[src/rtl/bus_arbiter2.sv]
// rtl/bus_arbiter2.sv - two-master round-robin arbiter for one shared valid/ready memory bus
// Optional slave-wait timeout is enabled by defining BUS_ARB_TIMEOUT_EN.
module bus_arbiter2 #(
    parameter int AW      = 32,
    parameter int DW      = 32,
    parameter int TIMEOUT = 255
) (
    input  logic              clk,
    input  logic              rst,
    input  logic [AW-1:0]     m0_addr,
    input  logic [DW-1:0]     m0_dout,
    input  logic              m0_wr,
    input  logic [DW/8-1:0]   m0_lane,
    input  logic              m0_valid,
    output logic [DW-1:0]     m0_din,
    output logic              m0_ready,
    input  logic [AW-1:0]     m1_addr,
    input  logic [DW-1:0]     m1_dout,
    input  logic              m1_wr,
    input  logic [DW/8-1:0]   m1_lane,
    input  logic              m1_valid,
    output logic [DW-1:0]     m1_din,
    output logic              m1_ready,
    output logic [AW-1:0]     s_addr,
    output logic [DW-1:0]     s_dout,
    output logic              s_wr,
    output logic [DW/8-1:0]   s_lane,
    output logic              s_valid,
    input  logic [DW-1:0]     s_din,
    input  logic              s_ready,
    output logic              owner,
    output logic              timeout
);
    localparam int LW = DW / 8;

    if (TIMEOUT < 1 || TIMEOUT > 65535) begin : g_timeout_range
        $error("bus_arbiter2: TIMEOUT must lie in 1..65535");
    end

    typedef enum logic [1:0] {IDLE, BUS, RESP, RECOVER} state_t;

    state_t         state_q, state_d;
    logic [AW-1:0]  s_addr_q;
    logic [DW-1:0]  s_dout_q;
    logic           s_wr_q;
    logic [LW-1:0]  s_lane_q;
    logic [DW-1:0]  m0_din_q, m1_din_q;
    logic           owner_q;
    logic           last_q;

    logic [1:0]     req;
    logic           grant_idx;
    logic           do_grant;
    logic           done;
    logic           expire;
    logic [DW-1:0]  resp_data;

    // Ties go to the master that was not served last.
    assign req       = {m1_valid, m0_valid};
    assign grant_idx = (req == 2'b11) ? ~last_q : req[1];
    assign do_grant  = (state_q == IDLE) && (req != 2'b00);
    assign done      = (state_q == BUS) && (s_ready || expire);
    assign resp_data = s_ready ? s_din : '1;

`ifdef BUS_ARB_TIMEOUT_EN
    logic [15:0] cnt_q;
    logic        to_q;

    // A slave completing in the expiry cycle still wins over the abort.
    assign expire = (state_q == BUS) && !s_ready && (cnt_q == 16'(TIMEOUT - 1));

    always_ff @(posedge clk or posedge rst) begin
        if (rst) begin
            cnt_q <= '0;
            to_q  <= 1'b0;
        end else begin
            if (do_grant) begin
                cnt_q <= '0;
            end else if (state_q == BUS && !s_ready) begin
                cnt_q <= cnt_q + 16'd1;
            end
            if (done) begin
                to_q <= expire;
            end
        end
    end

    assign timeout = (state_q == RESP) && to_q;
`else
    assign expire  = 1'b0;
    assign timeout = 1'b0;
`endif

    always_ff @(posedge clk or posedge rst) begin
        if (rst) begin
            state_q <= IDLE;
        end else begin
            state_q <= state_d;
        end
    end

    always_comb begin
        state_d = state_q;
        case (state_q)
            IDLE:    if (do_grant) state_d = BUS;
            BUS:     if (done)     state_d = RESP;
            RESP:                  state_d = RECOVER;
            RECOVER:               state_d = IDLE;
            default:               state_d = IDLE;
        endcase
    end

    always_comb begin
        s_valid  = (state_q == BUS);
        m0_ready = (state_q == RESP) && !owner_q;
        m1_ready = (state_q == RESP) &&  owner_q;
    end

    always_ff @(posedge clk or posedge rst) begin
        if (rst) begin
            s_addr_q <= '0;
            s_dout_q <= '0;
            s_wr_q   <= 1'b0;
            s_lane_q <= '0;
            m0_din_q <= '0;
            m1_din_q <= '0;
            owner_q  <= 1'b0;
            last_q   <= 1'b1;
        end else begin
            if (do_grant) begin
                owner_q  <= grant_idx;
                last_q   <= grant_idx;
                s_addr_q <= grant_idx ? m1_addr : m0_addr;
                s_dout_q <= grant_idx ? m1_dout : m0_dout;
                s_wr_q   <= grant_idx ? m1_wr   : m0_wr;
                s_lane_q <= grant_idx ? m1_lane : m0_lane;
            end
            // The non-owner's read data is left untouched.
            if (done) begin
                if (owner_q) begin
                    m1_din_q <= resp_data;
                end else begin
                    m0_din_q <= resp_data;
                end
            end
        end
    end

    assign s_addr = s_addr_q;
    assign s_dout = s_dout_q;
    assign s_wr   = s_wr_q;
    assign s_lane = s_lane_q;
    assign m0_din = m0_din_q;
    assign m1_din = m1_din_q;
    assign owner  = owner_q;

endmodule

[config.mk]
export PLATFORM = sky130hd
export DESIGN_NAME = bus_arbiter2
export DESIGN_NICKNAME = d
export VERILOG_FILES = /design/src/rtl/bus_arbiter2.sv
export SDC_FILE = /design/constraint.sdc
export NUM_CORES = 1
export LEC_CHECK = 0
export CAP_MARGIN = 20
export CELL_PAD_IN_SITES_DETAIL_PLACEMENT = 1
export CELL_PAD_IN_SITES_GLOBAL_PLACEMENT = 1
export CORE_ASPECT_RATIO = 0.5
export CORE_MARGIN = 1.5
export CORE_UTILIZATION = 29
export CTS_BUF_LIST = sky130_fd_sc_hd__clkbuf_16
export CTS_CLUSTER_DIAMETER = 40
export DETAILED_ROUTE_END_ITERATION = 7
export PLACE_DENSITY_LB_ADDON = 0.1
export SLEW_MARGIN = 20
export SYNTH_ARGS = -nofsm -noshare
export SYNTH_HDL_FRONTEND = slang
export SYNTH_SLANG_ARGS = --single-unit
[constraint.sdc]
create_clock -name clk -period 6.7 [get_ports clk]
set_input_delay 1.675 -clock clk [delete_from_list [all_inputs] [get_ports clk]]
set_output_delay 1.675 -clock clk [all_outputs]
set_load 0.02 [all_outputs]
# Word-level counts from Yosys, hierarchy flattened
# Index checks and enable logic that the tools add are counted.
# W data, S select, Z words.
[classes]
n_eq_ne = 6
reduce_logical = 10
n_mux = 9
bitwise_logic = 2
[op_table]
columns = ["cell", "count"]
rows = [
  ["$mux W32", 3],
  ["$pmux W2 S4", 1],
  ["$eq A2 B2 Y1 const B", 3],
  ["$reduce_and A2 Y1", 3],
  ["$logic_and A1 B1 Y1", 4],
  ["$mux W2", 2],
  ["$mux W4", 1],
  ["$eq A2 B1 Y1 const B", 1],
  ["$logic_not A2 Y1", 1],
  ["$mux W1", 2],
  ["$ne A2 B1 Y1 const B", 1],
  ["$ne A2 B2 Y1 const B", 1],
  ["$not A1 Y1", 2],
  ["$reduce_bool A2 Y1", 1],
  ["$logic_not A1 Y1", 1],
]
[word_totals]
ff_bits = 137
wordCells = 36

# Depth between registers and ports, before layout
[depth]
ltp_word = 4
depth_mapped = 9
depth_no_buf = 5

# Least setup slack after synthesis
# OpenSTA, ideal clock, no wires.
[synth_timing]
kind = "register to output"
startpoint = "register state_q[0]"
endpoint = "output port m0_ready"
slack_ps = 4079
arrival_ps = 946
t_required_ps = 5025
path_stages_with_launch = 4
path_cell_list = "dfrtp_1 inv_1 ha_1 nor2b_1"
[synth_between]
elab_chain_cells = 2
[synth_rtl]
columns = ["item", "line", "rtl"]
rows = [
  ["start: declaration", "42", "state_t state_q, state_d;"],
  ["start signal: assignment", "98", "state_q <= state_d;"],
  ["$eq A2 B2 Y1", "115", "m0_ready = (state_q == RESP) && !owner_q;"],
  ["$logic_and A1 B1 Y1", "115", ""],
  ["end: declaration", "16", "output logic m0_ready,"],
]
# No other way between the ends.

# Worst setup path after layout
[layout_timing]
startpoint = "input port m1_valid"
endpoint = "register s_addr_q[31], in the netlist s_addr[31]"
[layout_between]
elab_chain_cells = 3
word_cells_on_any_way = 5
classes_between = "eq/ne (1); mux (2); reduce/logical (2)"
[layout_rtl]
columns = ["item", "line", "rtl"]
rows = [
  ["start: declaration", "21", "input logic m1_valid,"],
  ["$eq A2 B2 Y1", "60", "assign grant_idx = (req == 2'b11) ? ~last_q : req[1];"],
  ["$mux W1", "60", ""],
  ["$mux W32", "133", "s_addr_q <= grant_idx ? m1_addr : m0_addr;"],
  ["end signal: assignment", "133", ""],
  ["end: declaration", "43", "logic [AW-1:0] s_addr_q;"],
]
# Several ways; a longest one is shown, not always the timed one.
# A chain may end at the register's enable or synchronous reset.

==> run metrics <==
status=finished clean; crit path launch type=input pin; post-synthesis register bit count=between 100 and 150; sequential share of power=between 30% and 40%; worst setup path startpoint=m1_valid; hold slack final=0.501 ns; die height=between 100 and 150 um; min-delay src=m1_din[26]; Hold Path Class=reg -> reg; Antenna Cells=0; vias in the first global route=5497; FF-to-FF End=s_dout[14]; count of buffers from port buffering=about 310; number of setup buffers added after CTS=0; Cell Area, Synth=5920 um2; Tcrit/Tclk final=between 50 and 60%; initial antenna violation count=0; post-synthesis async set-or-reset flop share=100%; Final #Nets=1016; final wirelength=about 21 mm; reg2reg setup slack=~4.3 ns; CTS Buf Count=17; dpl hpwl=14.6 mm; Hold Crit Endpoint=m1_din[26]; Fin Setup TNS=0 ns; Placer Congestion=roughly 0.77; Synth Warn #=0; switching share of power=about two fifths; layout cells sized above 1=between 10% and 20%; worst r2r src=state_q[0]; clock slew at reported path FFs=around 0.060 ns; CP Class=in -> reg; worst-case clock buffer depth=2; syn avg cell area=11.0 um2; Reg2Reg Depth=6; Via-to-Cell Ratio=between 4 and 5; critical path peak fanout=42; CTS root buf=clkbuf_16; Gate power share=about half; CTS sink cnt=around 140; full die area=~21000 um2; Critical Path RT=around 7 ns; GRT overflow=0; Post-synth EDFFs=0; DR pass1 iterations=4; final slew viol count=0; cell taking the most area after synthesis=dfrtp_1; vias post-DR=about 5200; Final Hold Vio Count=0; Yosys top cell area share=about 58%; critical path capture point type=flip-flop; P_int=~3.0 mW; Clock H-tree levels=4; synth cell count leaders=dfrtp_1, a21oi_1, nor2_1; DRC viols=0; Top FF cell, synth=dfrtp_1; Site Rows=36; global-route wire length before repair=between 30 and 40 mm; minimum clock period after layout=~3.6 ns; hold path depth=1; worst vdd ir=roughly 0.17 mV; worst path arrival time=just under 4 ns; Post-CTS Hold Buffers=0; Clk pwr share=about a fifth; Area Growth Syn to Fin=64.4%; Initial Util=30.0%; Worst Skew=a little over 0.007 ns; top cells by area, synth=dfrtp_1, mux2_2, a21oi_1; later-pin clock latency in the skew report=~0.42 ns; max cap viols=0; pin count of the biggest net entering global routing=107; Die X=a little over 200 um; # resized after CTS=0; Synthesized Nets=between 700 and 800; Detailed Route Iter0 Violations=~170; sequential area share after synthesis=58.0%; io pins=roughly 310; layout filler cell count=approximately 2200; Synth cell types=24; Fmax=~280 MHz; cell with the most instances after synthesis=dfrtp_1; Mapped Cells=~540; gr usage total=19.2%; Power Density=between 500 and 600 nW/um2; Rel. slew slack=between 40% and 50%; CORE AREA=roughly 20000 um2; CTS tree=yes; Worst-Margin Slew=0.887 ns; Avg WL per Cell=about 18 um; NetSw=roughly 1.9 mW; RSZ-0062 raised after global routing=false; post-route ant nets=0; endpoints failing setup=0; Leak Pwr=4.07 nW
[worst max-delay path, stage by stage]
cell	delay [ns]
clkdlybuf4s50_1	0.62
a21boi_4	0.74
buf_4	0.55
a21oi_1	0.17
a21oi_2	0.15
[routing by layer]
| metal | wire length [um] | global-route usage (%) | up-vias |
|---|---|---|---|
| met5 | 0 | 0 | - |
| met4 | 473 | 7.56 | 0 |
| met3 | 1240 | 5.29 | 29 |
| met2 | 10300 | 32.8 | 148 |
| met1 | 8550 | 22.9 | 2593 |
| li1 | - | - | 2417 |
[sequential cells by signal, indices dropped and copies added, names as in the netlist]
register / flops
m0_din: 32
m1_din: 32
s_addr: 32
s_dout: 32
s_lane: 4
state_q: 2
last_q: 1
owner: 1
s_wr: 1
[through the flow]
stage                     area (um2)  instances  total power [mW]  worst slack, ns  utilization (%)
after floorplan                 5920        539              2.79             1.36                -
after global placement          9110       1084              3.89             2.70             46.2
after detailed placement        9110       1084              3.95             2.65             46.2
after CTS                       9700       1116              4.94             3.11             49.1
after global routing            9720       1117              5.14             2.91             49.3
final                           9720       1117              4.86             3.10             49.3
[cell families (layout without fill, tap and decap cells)]
family | Yosys count | count (layout) | synth area share (%)
other | 1 | 1 | 0.0634
AOI/OAI and AO/OA | 147 | 147 | 14.0
muxes | 65 | 65 | 12.4
and+or+nand+nor | 144 | 144 | 9.35
DFF | 137 | 137 | 58.0
buffers and inverters | 42 | 354 | 5.63
adders and majority gates | 3 | 3 | 0.635
[cells in the final DEF, fill, tap and decap left out, drive strengths merged, types with 3 or more instances in the layout]
cell	count
clkdlybuf4s50	311
a21oi	140
dfrtp	136
nor2	70
nand2	69
mux2	65
clkbuf	17
inv	11
buf	8
ha	3
clkinv	3
[how the worst max path moves through the flow]
stage | slack [ns] | endpoint | cells past startpoint
final | 3.10 | s_addr[31] | 5
after global routing | 2.91 | s_addr[19] | 5
after CTS | 3.11 | m0_ready | 4
after detailed placement | 2.65 | s_addr[4] | 5
after global placement | 2.70 | s_addr[31] | 5
after floorplan | 1.36 | m0_din[0] | 1
[cell type report]
| class | instances | area [um2] | share of cell area [%] |
|---|---|---|---|
| flip-flops and latches | 137 | 3430 | 35.3 |
| repair buffers | 319 | 3190 | 32.8 |
| multi-input cells | 360 | 2160 | 22.2 |
| clock buffers | 17 | 425 | 4.38 |
| well taps | 266 | 333 | 3.42 |
| clock inverters | 15 | 164 | 1.69 |
| inverters | 3 | 16.3 | 0.167 |
[power groups by stage]
| stage | Combinational, mW | Clock [mW] | Sequential, mW |
|---|---|---|---|
| after global placement | 2.42 | 0 | 1.47 |
| after detailed placement | 2.46 | 0 | 1.49 |
| final | 2.43 | 0.954 | 1.48 |
| after floorplan | 0.820 | 0 | 1.97 |
| after CTS | 2.47 | 0.984 | 1.49 |
| after global routing | 2.59 | 1.01 | 1.54 |
Power figures use the tool's default switching activity.
